[config.mk]
export PLATFORM = sky130hd
export DESIGN_NAME = assay_sequencer
export DESIGN_NICKNAME = d
export VERILOG_FILES = /design/src/rtl/assay_sequencer.sv
export SDC_FILE = /design/constraint.sdc
export NUM_CORES = 1
export LEC_CHECK = 0
export BUFFER_PORTS_ARGS = -buffer_cell sky130_fd_sc_hd__buf_2
export CORE_ASPECT_RATIO = 0.7
export CORE_MARGIN = 1.5
export CORE_UTILIZATION = 46
export CTS_CLUSTER_DIAMETER = 50
export DETAILED_ROUTE_END_ITERATION = 8
export PLACE_DENSITY = 0.68
export SYNTH_ARGS = -nofsm -noshare
export SYNTH_HDL_FRONTEND = slang
export SYNTH_SLANG_ARGS = --single-unit
[constraint.sdc]
create_clock -name clk -period 3 [get_ports clk]
set_input_delay 0.3 -clock clk [delete_from_list [all_inputs] [get_ports clk]]
set_output_delay 0.3 -clock clk [all_outputs]
set_load 0.005 [all_outputs]
[src/rtl/assay_sequencer.sv]
// rtl/assay_sequencer.sv - mix/heat/filter/detect assay sequencer
// Ports:
//   clk, rst                    clock, synchronous active-high reset
//   start                       one-cycle request to run an assay (accepted only when idle)
//   dwell_mix/heat/filt         stage lengths in cycles (0 behaves as 1)
//   det_tmo                     max cycles to wait for det_ack (0 behaves as 1)
//   valve_src, valve_mix        open during MIX
//   heater_en                   on during HEAT
//   valve_filt                  open during FILT
//   det_req                     asserted during DET
//   det_ack, det_data           detector handshake and sample
//   busy                        assay in progress
//   done                        one-cycle completion pulse
//   result                      last captured sample (0 after a timeout)
//   timeout                     last assay timed out; cleared on the next accepted start
module assay_sequencer #(
  parameter int CNT_W  = 16,
  parameter int DATA_W = 12
) (
  input  logic              clk,
  input  logic              rst,
  input  logic              start,
  input  logic [CNT_W-1:0]  dwell_mix,
  input  logic [CNT_W-1:0]  dwell_heat,
  input  logic [CNT_W-1:0]  dwell_filt,
  input  logic [CNT_W-1:0]  det_tmo,
  output logic              valve_src,
  output logic              valve_mix,
  output logic              heater_en,
  output logic              valve_filt,
  output logic              det_req,
  input  logic              det_ack,
  input  logic [DATA_W-1:0] det_data,
  output logic              busy,
  output logic              done,
  output logic [DATA_W-1:0] result,
  output logic              timeout
);

  typedef enum logic [2:0] {
    S_IDLE, S_MIX, S_HEAT, S_FILT, S_DET, S_DONE
  } state_t;

  state_t             r_state;
  state_t             w_next_state;
  logic [CNT_W-1:0]   r_cnt;
  logic [CNT_W-1:0]   w_cnt_next;
  logic [CNT_W-1:0]   r_dwell_heat;
  logic [CNT_W-1:0]   r_dwell_filt;
  logic [CNT_W-1:0]   r_det_tmo;
  logic               w_accept;
  logic               w_capture;
  logic               w_expire;
  logic               r_valve_src;
  logic               r_valve_mix;
  logic               r_heater_en;
  logic               r_valve_filt;
  logic               r_det_req;
  logic               r_busy;
  logic               r_done;
  logic [DATA_W-1:0]  r_result;
  logic               r_timeout;

  // Counter preload: a stage of length max(d,1) counts down from max(d,1)-1 to 0.
  function automatic logic [CNT_W-1:0] f_len_m1(input logic [CNT_W-1:0] d);
    return (d == '0) ? '0 : d - CNT_W'(1);
  endfunction

  always_comb begin
    w_next_state = r_state;
    w_cnt_next   = r_cnt;
    w_accept     = 1'b0;
    w_capture    = 1'b0;
    w_expire     = 1'b0;
    case (r_state)
      S_IDLE: begin
        if (start) begin
          w_accept     = 1'b1;
          w_next_state = S_MIX;
          w_cnt_next   = f_len_m1(dwell_mix);
        end
      end
      S_MIX: begin
        if (r_cnt == '0) begin
          w_next_state = S_HEAT;
          w_cnt_next   = f_len_m1(r_dwell_heat);
        end else begin
          w_cnt_next = r_cnt - CNT_W'(1);
        end
      end
      S_HEAT: begin
        if (r_cnt == '0) begin
          w_next_state = S_FILT;
          w_cnt_next   = f_len_m1(r_dwell_filt);
        end else begin
          w_cnt_next = r_cnt - CNT_W'(1);
        end
      end
      S_FILT: begin
        if (r_cnt == '0) begin
          w_next_state = S_DET;
          w_cnt_next   = f_len_m1(r_det_tmo);
        end else begin
          w_cnt_next = r_cnt - CNT_W'(1);
        end
      end
      S_DET: begin
        // An ack in the expiry cycle is checked first, so it wins over the timeout.
        if (det_ack) begin
          w_capture    = 1'b1;
          w_next_state = S_DONE;
        end else if (r_cnt == '0) begin
          w_expire     = 1'b1;
          w_next_state = S_DONE;
        end else begin
          w_cnt_next = r_cnt - CNT_W'(1);
        end
      end
      S_DONE: begin
        w_next_state = S_IDLE;
      end
      default: begin
        w_next_state = S_IDLE;
      end
    endcase
  end

  // Outputs are registered from the next state so they line up with the state register.
  always_ff @(posedge clk) begin
    if (rst) begin
      r_state      <= S_IDLE;
      r_cnt        <= '0;
      r_dwell_heat <= '0;
      r_dwell_filt <= '0;
      r_det_tmo    <= '0;
      r_valve_src  <= 1'b0;
      r_valve_mix  <= 1'b0;
      r_heater_en  <= 1'b0;
      r_valve_filt <= 1'b0;
      r_det_req    <= 1'b0;
      r_busy       <= 1'b0;
      r_done       <= 1'b0;
      r_result     <= '0;
      r_timeout    <= 1'b0;
    end else begin
      r_state      <= w_next_state;
      r_cnt        <= w_cnt_next;
      r_valve_src  <= (w_next_state == S_MIX);
      r_valve_mix  <= (w_next_state == S_MIX);
      r_heater_en  <= (w_next_state == S_HEAT);
      r_valve_filt <= (w_next_state == S_FILT);
      r_det_req    <= (w_next_state == S_DET);
      r_busy       <= (w_next_state != S_IDLE);
      r_done       <= (w_next_state == S_DONE);
      if (w_accept) begin
        r_dwell_heat <= dwell_heat;
        r_dwell_filt <= dwell_filt;
        r_det_tmo    <= det_tmo;
        r_timeout    <= 1'b0;
      end
      if (w_capture) begin
        r_result  <= det_data;
        r_timeout <= 1'b0;
      end
      if (w_expire) begin
        r_result  <= '0;
        r_timeout <= 1'b1;
      end
    end
  end

  assign valve_src  = r_valve_src;
  assign valve_mix  = r_valve_mix;
  assign heater_en  = r_heater_en;
  assign valve_filt = r_valve_filt;
  assign det_req    = r_det_req;
  assign busy       = r_busy;
  assign done       = r_done;
  assign result     = r_result;
  assign timeout    = r_timeout;

endmodule

==> qor.txt <==
status: completed
Power Density: 536 mW/mm^2
CP startpoint kind: flop
hold path cells: 3
reg2reg path depth: 10
worst-skew pair later-pin latency: 340 ps
power after layout: 0.00340 W
Post-synth top cells: 154 x nand2_1, 86 x dfxtp_1, 80 x a21oi_1
Final ANT Viol Nets: 0
Root Driver: clkbuf_16
Final min period: 2790 ps
Clock Tree Buf Depth: 2
layout cells sized above 1: 20.3%
H-tree levels: 3
Setup Skew: 6.00 ps
Switching Share: 34.6%
Synth area leader: dfxtp_1
routing usage on met1: 42.0%
Max Fclk: 358 MHz
grt total ovfl: 0
per-cell routed wire length: 16.8 um
final wirelength: 16,400 um
Slowest Stage Delay on Critical Path: 470 ps
NetSw: 0.00118 W
first-pass GRT wire length: 25,600 um
cell with the most instances after synthesis: nand2_1
Rel. slew slack: 28.7%
Post-synth ARST share: 0%
number of max-cap violations: 0
Peak VDD IR: 0.335 mV
Synth Register Bits: 86
Row Count: 32
global routing's busiest layer: met1
clock-pin slew on the worst setup and hold paths: 70 ps
XOR/XNOR Fraction of Synth Area: 8.69%
Synth cell types: 66
Clock power frac: 32.1%
WHS Endpoint: r_dwell_heat[3]
WP buf/inv: 3
total number of vias: 5,513
largest net degree at the start of global routing: 50
part of the cycle the worst path needs: 93.0%
Die X: 131 um
Num CTS Buffers: 9
RSZ-0062 raised after global routing: false
Flop pwr share: 38.9%
met2 Track Usage GR: 39.0%
Total GRT Usage: 27.4%
simple-gate share of the synthesized area: 30.9%
CP endpoint kind: flop
slowest stage cell, crit path: or4b_1
critical path class: reg -> reg
Post-Syn Nets: 799
antenna violations before repair: 0
Comb pwr share: 29.0%
HP Class: in -> reg
Fin Setup TNS: 0 ps
CP Cell Sequence: inv_1 -> ha_1 -> or4b_1 -> buf_4 -> nor4_4 -> buf_4 -> nor3_1 -> o21a_1 -> a2111oi_0 -> o31a_1
synthesized area per cell: 7.37 um^2
Final Slew Violations: 0
CP arrival: 3080 ps
Critical Path Stages: 10
Final #Nets: 902
Final setup viols: 0
Die ar.: 0.0120 mm^2
DRC Markers: 0
Synth Area in Compound Gates: 20.6%
yosys warns: 0
vias in the first global route: 4,926
# hold bufs at CTS: 0
TritonCTS clock tree: done
worst hold path startpoint: dwell_heat[3]
critical path's top delay family: compound AO/OA/AOI/OAI gates
EDFF count, synth: 0
port bufs: 99
most used cell, CP: buf_4
DRT iter0 DRCs: 404
Post-Syn Area: 0.00524 mm^2
Leak Pwr: 2.49 nW
final hold vios: 0
Crit Reg-Reg Endpoint: r_cnt[8]
DP Wirelength: 12,500 um
starting density of the core: 47.4%
Die Y: 92.3 um
leading post-synthesis cells by cell area: dfxtp_1 33%, nand2_1 11%, a21oi_1 7.6%, xor2_1 5.0%, nor2_1 3.8%
post-synth top area share: 32.9%
Int Pwr: 0.00222 W
Syn-to-layout area delta: 21.0%
worst r2r src: r_cnt[0]
GPL Wtd Cong: 0.946
Most used DFF post-synth: dfxtp_1
Critical Path RT: 3290 ps
CP max FO: 7
Vias/cell: 5.67
clock sink count: 86
number of diodes: 0
Cells after Synth: 711
main combinational cell family by area after synthesis: simple AND/OR/NAND/NOR gates
Slew @ Worst Pin: 1060 ps
Seq/Total Area, Yosys: 32.9%
Adder-Cell Fraction of Synth Area: 1.91%
DR pass1 iterations: 5
Core Region: 0.0111 mm^2
met3 GRT Util: 5.43%
R2R Setup Slk: 210 ps
Top-Level Pins: 100
mux contribution to synthesized area: 0.788%
WHS: 187 ps
-- per-stage QoR --
stage | util [%] | worst slack, ps | cell area (um^2) | cells
2_1_floorplan | - | 414 | 5240 | 711
3_3_place_gp | 54.4 | 145 | 6010 | 952
3_5_place_dp | 54.4 | 98.6 | 6010 | 952
4_1_cts | 57.0 | 72.8 | 6300 | 968
5_1_grt | 57.4 | 39.8 | 6340 | 972
6_report | 57.4 | 210 | 6340 | 972
-- power groups by stage --
| stage | registers (W) | clock network (W) | logic (W) |
|---|---|---|---|
| final | 0.00132 | 0.00109 | 0.000985 |
| after global routing | 0.00134 | 0.00116 | 0.00108 |
| after CTS | 0.00132 | 0.00111 | 0.000960 |
| after detailed placement | 0.00135 | 0 | 0.000953 |
| after global placement | 0.00134 | 0 | 0.000939 |
| after floorplan | 0.00131 | 0 | 0.000649 |
-- worst register-to-register path, delay by kind of cell (launching register included) --
family | cells | cell delay (ps)
AND/OR/NAND/NOR | 3 | 810
AO/OA/AOI/OAI | 3 | 830
adder cells (fa/ha/maj) | 1 | 220
flip-flops | 1 | 370
buffers and inverters | 3 | 510
-- repair_timing --
action	4_1_cts	5_1_grt
setup endpoints to repair	0	6
setup buffers	0	3
gates resized for setup	0	1
-- logic make-up (layout without fill, tap and decap cells) --
logic type,after synthesis,count (layout)
compound gates,170,171
flops,86,86
fa+ha+maj,8,8
mux,4,4
buf+inv,55,162
simple gates,336,336
xor+xnor,52,52
-- worst max-delay path by stage --
stage	from	end	slack, ps
2_1_floorplan	r_cnt[0]	r_cnt[12]	410
3_3_place_gp	r_cnt[0]	r_cnt[0]	150
3_5_place_dp	r_cnt[0]	r_cnt[8]	100
4_1_cts	r_cnt[0]	r_cnt[8]	70
5_1_grt	r_cnt[0]	r_cnt[8]	40
6_report	r_cnt[0]	r_cnt[8]	210
-- placed cells by master, fill, tap and decap left out, types with 4 or more instances in the layout --
| cell type | synthesis | layout |
|---|---|---|
| a211oi_1 | 8 | 8 |
| a21oi_1 | 80 | 80 |
| buf_2 | 4 | 99 |
| buf_4 | 2 | 34 |
| clkbuf_16 | 0 | 9 |
| dfxtp_1 | 86 | 86 |
| ha_1 | 8 | 8 |
| inv_1 | 12 | 12 |
| nand2_1 | 154 | 154 |
| nand3_1 | 10 | 10 |
| nand4_1 | 13 | 13 |
| nand4b_1 | 6 | 6 |
| nor2_1 | 53 | 53 |
| nor2b_1 | 8 | 8 |
| nor3_1 | 30 | 30 |
| nor3b_1 | 8 | 8 |
| nor4_1 | 15 | 15 |
| o211ai_1 | 5 | 5 |
| o21ai_0 | 17 | 17 |
| o221ai_1 | 5 | 5 |
| o22ai_1 | 12 | 12 |
| o31a_1 | 4 | 4 |
| o31ai_1 | 6 | 5 |
| or3_1 | 9 | 9 |
| or4_1 | 9 | 8 |
| xnor2_1 | 22 | 22 |
| xor2_1 | 30 | 30 |
-- final cells by class --
class                      instances  area, um^2
clock inverter                     6        51.3
multi-input combinational        571        3320
inverter                          12        45.0
tap                              153         191
fill                            1094        4710
timing repair buffer             134         771
clock buffer                      10         239
sequential                        86        1720
-- state kept, by name (all words and copies together) (netlist names) --
signal,flops
busy,1
det_req,1
done,1
heater_en,1
r_cnt,16
r_det_tmo,16
r_dwell_filt,16
r_dwell_heat,16
r_state,3
result,12
timeout,1
valve_filt,1
valve_mix,1
-- metal layers --
| metal | up-vias | wire, um |
|---|---|---|
| met3 | 21 | 1020 |
| met4 | 0 | 226 |
| li1 | 2737 | - |
| met1 | 2567 | 8270 |
| met2 | 188 | 6860 |
| met5 | - | 0 |
No activity file was read; power rests on OpenSTA's default activity.
